==> config.mk <==
export PLATFORM = sky130hd
export DESIGN_NAME = collision_unit
export DESIGN_NICKNAME = d
export VERILOG_FILES = /design/src/rtl/collision_unit_pkg.sv /design/src/rtl/collision_unit_bcd_counter.sv /design/src/rtl/collision_unit.sv
export SDC_FILE = /design/constraint.sdc
export NUM_CORES = 1
export LEC_CHECK = 0
export CORE_AREA = 4 4 75 77
export CTS_BUF_LIST = sky130_fd_sc_hd__clkbuf_4 sky130_fd_sc_hd__clkbuf_8 sky130_fd_sc_hd__clkbuf_16
export DETAILED_ROUTE_END_ITERATION = 10
export DIE_AREA = 0 0 79 81
export DONT_BUFFER_PORTS = 1
export GPL_TIMING_DRIVEN = 1
export SLEW_MARGIN = 0
export SYNTH_ARGS = -nofsm -noshare
export SYNTH_HDL_FRONTEND = slang
export SYNTH_SLANG_ARGS = --single-unit
==> constraint.sdc <==
create_clock -name clk_i -period 3.6 [get_ports clk_i]
set_clock_uncertainty 0.2 [all_clocks]
set_input_delay 0.54 -clock clk_i [delete_from_list [all_inputs] [get_ports clk_i]]
set_output_delay 0.54 -clock clk_i [all_outputs]
set_load 0.01 [all_outputs]
==> src/rtl/collision_unit_pkg.sv <==
// Shared types and constants for the collision detector / score keeper.
// Latency: n/a (declarations only).
// Backpressure: n/a.
package collision_pkg;

    // Player damage state: ARMED can take a hit, COOLDOWN is invulnerable.
    typedef enum logic {
        ARMED    = 1'b0,
        COOLDOWN = 1'b1
    } pstate_t;

    typedef logic [3:0] bcd_digit_t;

    // Highest reachable score; the ones digit never moves, so 9990 is the ceiling.
    localparam logic [15:0] SCORE_MAX = 16'h9990;

    localparam int CNT_W = 8;

    // Saturating increment of an overlap counter by a single-bit hit.
    function automatic logic [CNT_W-1:0] sat_inc(input logic [CNT_W-1:0] v, input logic en);
        logic [CNT_W-1:0] r;
        r = v;
        if (en && (v != {CNT_W{1'b1}})) begin
            r = v + {{(CNT_W-1){1'b0}}, 1'b1};
        end
        return r;
    endfunction

endpackage

==> src/rtl/collision_unit_bcd_counter.sv <==
// Four-digit BCD score register that advances by ten and saturates at 9990.
// Latency: value updates on the edge that samples inc_i; carry_o is combinational from inc_i.
// Backpressure: none; every increment request is applied or absorbed by saturation.
module bcd_counter
    import collision_pkg::*;
(
    input  logic        clk_i,
    input  logic        reset_i,
    input  logic        clear_i,
    input  logic        inc_i,
    output logic [15:0] value_o,
    output logic        carry_o
);

    bcd_digit_t ones_q, tens_q, hund_q, thou_q;
    bcd_digit_t ones_d, tens_d, hund_d, thou_d;
    logic       at_max;
    logic       step;

    assign value_o = {thou_q, hund_q, tens_q, ones_q};
    assign at_max  = (value_o == SCORE_MAX);
    assign step    = inc_i & ~at_max;
    // Thousands digit changes only when both tens and hundreds roll over.
    assign carry_o = step & (tens_q == 4'd9) & (hund_q == 4'd9);

    // Next-state: clear, otherwise ripple a +1 through tens, hundreds, thousands.
    always_comb begin
        ones_d = ones_q;
        tens_d = tens_q;
        hund_d = hund_q;
        thou_d = thou_q;
        if (clear_i) begin
            ones_d = 4'd0;
            tens_d = 4'd0;
            hund_d = 4'd0;
            thou_d = 4'd0;
        end else if (step) begin
            if (tens_q == 4'd9) begin
                tens_d = 4'd0;
                if (hund_q == 4'd9) begin
                    hund_d = 4'd0;
                    thou_d = thou_q + 4'd1;
                end else begin
                    hund_d = hund_q + 4'd1;
                end
            end else begin
                tens_d = tens_q + 4'd1;
            end
        end
    end

    // Digit registers.
    always_ff @(posedge clk_i or posedge reset_i) begin
        if (reset_i) begin
            ones_q <= 4'd0;
            tens_q <= 4'd0;
            hund_q <= 4'd0;
            thou_q <= 4'd0;
        end else begin
            ones_q <= ones_d;
            tens_q <= tens_d;
            hund_q <= hund_d;
            thou_q <= thou_d;
        end
    end

endmodule

==> src/rtl/collision_unit.sv <==
// Per-frame collision qualification, player invulnerability FSM and BCD score.
// Latency: pulses and score update one cycle after the frame_i cycle.
// Backpressure: none; single-cycle pulses, at most one of each per frame.
module collision_unit
    import collision_pkg::*;
#(
    parameter int min_overlap_p     = 4,
    parameter int cooldown_frames_p = 60
) (
    input  logic        clk_i,
    input  logic        reset_i,
    input  logic        frame_i,
    input  logic        de_i,
    input  logic        player_area_i,
    input  logic        bullet_area_i,
    input  logic        bullet_flying_i,
    input  logic        enemy_area_i,
    input  logic        enemy_bullet_area_i,
    input  logic        clear_i,
    output logic        hit_enemy_o,
    output logic        player_hit_o,
    output logic        add_life_o,
    output logic        invuln_o,
    output logic [15:0] score_o
);

    localparam logic [CNT_W-1:0] MIN_OVL = CNT_W'(min_overlap_p);
    localparam logic [CNT_W-1:0] CD_LOAD = CNT_W'(cooldown_frames_p);

    logic             eo, po;
    logic [CNT_W-1:0] e_cnt_q, e_cnt_d, p_cnt_q, p_cnt_d;
    logic [CNT_W-1:0] e_eff, p_eff;
    logic [CNT_W-1:0] cd_cnt_q, cd_cnt_d;
    pstate_t          state_q, state_d;
    logic             frame_eval;
    logic             enemy_hit, player_hit;
    logic             hit_enemy_q, player_hit_q, add_life_q;
    logic             score_carry;

    assign eo = de_i & bullet_flying_i & bullet_area_i & enemy_area_i;
    assign po = de_i & player_area_i & (enemy_area_i | enemy_bullet_area_i);

    // Counts including the current cycle, so an overlap on the strobe itself is seen.
    assign e_eff = sat_inc(e_cnt_q, eo);
    assign p_eff = sat_inc(p_cnt_q, po);

    // A coincident clear swallows the strobe entirely.
    assign frame_eval = frame_i & ~clear_i;
    assign enemy_hit  = frame_eval & (e_eff >= MIN_OVL);

    // Overlap counters: accumulate during the frame, restart after each strobe.
    always_comb begin
        e_cnt_d = e_eff;
        p_cnt_d = p_eff;
        if (clear_i || frame_i) begin
            e_cnt_d = '0;
            p_cnt_d = '0;
        end
    end

    // Player FSM next-state: take a hit when armed, count down strobes when cooling.
    always_comb begin
        state_d    = state_q;
        cd_cnt_d   = cd_cnt_q;
        player_hit = 1'b0;
        if (clear_i) begin
            state_d  = ARMED;
            cd_cnt_d = '0;
        end else if (frame_i) begin
            unique case (state_q)
                ARMED: begin
                    if (p_eff >= MIN_OVL) begin
                        player_hit = 1'b1;
                        cd_cnt_d   = CD_LOAD;
                        state_d    = COOLDOWN;
                    end
                end
                COOLDOWN: begin
                    // The strobe that ends cooldown never evaluates a hit.
                    cd_cnt_d = cd_cnt_q - {{(CNT_W-1){1'b0}}, 1'b1};
                    if (cd_cnt_q == {{(CNT_W-1){1'b0}}, 1'b1}) begin
                        state_d = ARMED;
                    end
                end
                default: begin
                    state_d  = ARMED;
                    cd_cnt_d = '0;
                end
            endcase
        end
    end

    // State, counters and registered pulses.
    always_ff @(posedge clk_i or posedge reset_i) begin
        if (reset_i) begin
            e_cnt_q      <= '0;
            p_cnt_q      <= '0;
            cd_cnt_q     <= '0;
            state_q      <= ARMED;
            hit_enemy_q  <= 1'b0;
            player_hit_q <= 1'b0;
            add_life_q   <= 1'b0;
        end else begin
            e_cnt_q      <= e_cnt_d;
            p_cnt_q      <= p_cnt_d;
            cd_cnt_q     <= cd_cnt_d;
            state_q      <= state_d;
            hit_enemy_q  <= enemy_hit;
            player_hit_q <= player_hit;
            add_life_q   <= enemy_hit & score_carry;
        end
    end

    bcd_counter u_score (
        .clk_i   (clk_i),
        .reset_i (reset_i),
        .clear_i (clear_i),
        .inc_i   (enemy_hit),
        .value_o (score_o),
        .carry_o (score_carry)
    );

    assign hit_enemy_o  = hit_enemy_q;
    assign player_hit_o = player_hit_q;
    assign add_life_o   = add_life_q;
    assign invuln_o     = (state_q == COOLDOWN);

endmodule

==> results.txt <==
The via total after detailed routing is 1881. The design draws 0.846 mW. The TritonCTS sink count is 40. The number of hold violations in the final report came out at 0.

For this run, the number of Yosys warnings is 0. The top cell type by area accounts for 41.2% of the synthesized area. On the critical path, the stage with the largest delay is an instance of sky130_fd_sc_hd__o41ai_4. After global routing the overflow that remains totals 0. The count of buffers from port buffering came out at 0.

In this run, synthesis inferred 0 flip-flops with an integrated enable. The final-layout setup total negative slack came out at 0 ns. The floorplan step set the die height to 81 um.

The most critical setup path has its endpoint at u_score.hund_q[1]. For this configuration, the core starts out at a cell density of 48.6%. The number of iterations in the first detailed-routing pass is 4. The largest net degree at the start of global routing came out at 41. The number of clock buffers inserted by TritonCTS is 5. The most critical setup path has its startpoint at e_cnt_q[0]. The final setup violation count is 0. The final wirelength came out at 4.85 mm. The detailed router finished its first iteration with 115 violations. The floorplan step set the die width to 79 um.

The clock latency of the later-clocked register in the worst-skew pair is 0.29 ns. The number of distinct library cell variants in the gate-level netlist after synthesis came out at 56. The maximum frequency from static timing analysis came out at 338 MHz.

The signal on the critical path passes through ha_1 -> nand4_1 -> o21a_1 -> a41oi_2 -> o41ai_4 -> inv_2 -> and3_4 -> o31ai_2. After clock tree synthesis, the clock-pin slew on the worst setup and hold paths is 0.08 ns. The number of nets at the end of the flow is 283. Of all flip-flops after synthesis, the portion carrying an async set or reset was 100%.

At the pin with the least slew margin, the transition time is 0.808 ns. The count of antenna-violating nets left after detailed routing came out at 0. The synthesized area per cell is 9.21 um2.

The cell with the most instances after synthesis is sky130_fd_sc_hd__dfrtp_1. The data required time at the worst endpoint came out at 3.61 ns. The number of inserted filler cells in the final layout is 504.

Across the run, the number of max-cap violations was 0. TritonCTS built the clock tree. Of all cell types, the one taking the most synthesized area is sky130_fd_sc_hd__dfrtp_1. In the global route stage, overall resource usage came out at 16.7%. The category of the worst setup path launch point is a flop. The initial antenna violation count came out at 0.

The summed instance area of the synthesized netlist came out at 2430 um2. The number of global-route vias before repair was 1685. The min-delay analysis places its worst path in the category input port to asynchronous set/reset pin. The signal arrival time at the worst endpoint came out at 2.96 ns. The total die area is 6400 um2.

The startpoint of the most critical register-to-register path is e_cnt_q[0]. Clock tree synthesis selected as its root buffer the cell sky130_fd_sc_hd__clkbuf_8. The core utilization of the finished layout is 51.5%. In the routed design, unresolved DRC markers number 0.

The slack of the worst reg-to-reg path is 0.64 ns. The wire length per cell after detailed routing came out at 14.5 um. The max-slew violation count is 0.

The run finished with clean final reports. In this run the core area contains 26 standard-cell rows. For this run, the leading register cell type out of synthesis is sky130_fd_sc_hd__dfrtp_1.

The maximum cell stage delay along the critical path is 0.80 ns. Setup repair after global routing left no endpoint under its margin. Once layout is complete, the cells apart from fillers number 334. The area growth from synthesis to layout is 6.07%. The worst setup slack before clock tree synthesis is 0.643 ns. The path depth of the worst reg2reg path is 8.

VDD sags by at most 226 uV. STA classifies the critical path endpoint as a flop. The synthesized netlist cell count is 264. The number of top-level pins is 30.

The clock passes through at most 2 buffers. After clock tree synthesis, the flow added hold-fix buffers numbering 0. The number of vias per cell after detailed routing is 5.63.

The setup path with the least slack is of type flop to flop. Sorting the synthesized cells by area gives the leading types as sky130_fd_sc_hd__dfrtp_1 41%, sky130_fd_sc_hd__ha_1 5.1%, sky130_fd_sc_hd__nor2_1 5.1%. The number of synthesized register bits came out at 40.

The final period demand of the worst path is 2.96 ns. The post-DP HPWL is 3.38 mm. Along the worst path, the maximum fanout reaches 15. The leakage power summed over all cells came out at 1.06 nW. In the post-route analysis, the smallest setup slack over all paths is 0.643 ns.

Ranked by instance count, the synthesized netlist is headed by 40 x sky130_fd_sc_hd__dfrtp_1, 33 x sky130_fd_sc_hd__nor2_1, 29 x sky130_fd_sc_hd__nand2_1. The first global-routing pass estimated 8.45 mm of wire. The number of placed cells counting well taps came out at 326. The post-CTS setup-driven buffer insertion count came out at 0.

The sequential element share of the synthesized area is 41.2%. The endpoint identified for the worst register-to-register timing path is u_score.hund_q[1]. The portion of the clock cycle consumed by the worst path in the final layout came out at 82.1%. The worst slew slack as a fraction of its limit is 46.0%. The total area inside the core boundary comes to 5010 um2. The final antenna diode count came out at 0.

The power per unit of standard cell area came out at 328 nW/um2. The ratio of cells with drive above 1 in the final layout is 11.0%. The placer congestion estimate came out at 0.813. The total number of H-tree levels came out at 2. In this run, post-CTS repair resized a total of 0 instances.
where the power goes:
group | internal (mW) | total [mW] | switching (mW) | leakage [nW]
Clock | 0.213 | 0.371 | 0.158 | 0.0586
Combinational | 0.00447 | 0.0250 | 0.0205 | 0.445
Sequential | 0.449 | 0.450 | 0.000603 | 0.559
stage by stage:
stage | hold WS, ns | instance area, um2
2_1_floorplan | 0.317 | 2440
3_3_place_gp | 0.341 | 2470
3_5_place_dp | 0.359 | 2470
4_1_cts | 0.0775 | 2580
5_1_grt | 0.0768 | 2580
6_report | 0.0589 | 2580
how the worst min path moves through the flow:
stage,start,to,slack [ns],cells after the start
6_report,reset_i,p_cnt_q[2],0.06,2
5_1_grt,clear_i,u_score.tens_q[2],0.08,1
4_1_cts,reset_i,p_cnt_q[2],0.08,2
3_5_place_dp,p_cnt_q[1],p_cnt_q[1],0.36,2
3_3_place_gp,p_cnt_q[1],p_cnt_q[1],0.34,2
2_1_floorplan,cd_cnt_q[0],cd_cnt_q[0],0.32,1
layer usage:
metal	GRT usage, %	routed length [um]	vias up
met5	0	0	-
met4	5.15	65	0
met3	4.55	263	6
met2	24.5	2120	43
met1	24.0	2400	891
li1	-	-	941
worst max-delay path: cells and delay by family (launching register included):
| kind | cells | cell delay, ns |
|---|---|---|
| simple gates | 2 | 0.42 |
| flops | 1 | 0.43 |
| fa+ha+maj | 1 | 0.29 |
| compound gates | 4 | 1.39 |
| buf+inv | 1 | 0.14 |
registers in the layout, summed over array words and instances (netlist names):
name            count
cd_cnt_q            8
e_cnt_q             8
p_cnt_q             8
u_score.hund_q      4
u_score.tens_q      4
u_score.thou_q      4
add_life_o          1
hit_enemy_o         1
invuln_o            1
player_hit_o        1
cell type report:
| type | instances | area, um2 | share of cell area (%) |
|---|---|---|---|
| clock buffers | 6 | 76.3 | 2.96 |
| clock inverters | 2 | 35.0 | 1.36 |
| inverters | 14 | 52.6 | 2.04 |
| multi-input cells | 201 | 1320 | 51.2 |
| flip-flops and latches | 40 | 1000 | 38.8 |
| well taps | 70 | 87.6 | 3.39 |
| repair buffers | 1 | 7.51 | 0.291 |
cell usage in the layout (no fill, tap or decap), drive strengths merged, types with 5 or more instances in the layout:
master / instances
nand2: 29
a21oi: 7
a211oi: 6
inv: 14
nor2: 34
o31ai: 6
mux2i: 8
nand3: 14
xor2: 5
dfrtp: 40
o21ai: 8
nand4: 7
clkbuf: 6
ha: 10
cell families (layout without fill, tap and decap cells):
| family | Yosys count | after routing | share of synthesized area [%] |
|---|---|---|---|
| buffers and inverters | 26 | 23 | 5.04 |
| muxes | 12 | 12 | 5.14 |
| other | 1 | 4 | 0.154 |
| AOI/OAI and AO/OA | 49 | 49 | 15.8 |
| and+or+nand+nor | 117 | 117 | 24.3 |
| adders and majority gates | 10 | 10 | 5.14 |
| xor gates and xnor gates | 9 | 9 | 3.24 |
| DFF | 40 | 40 | 41.2 |
(Power assumes the default switching activity.)
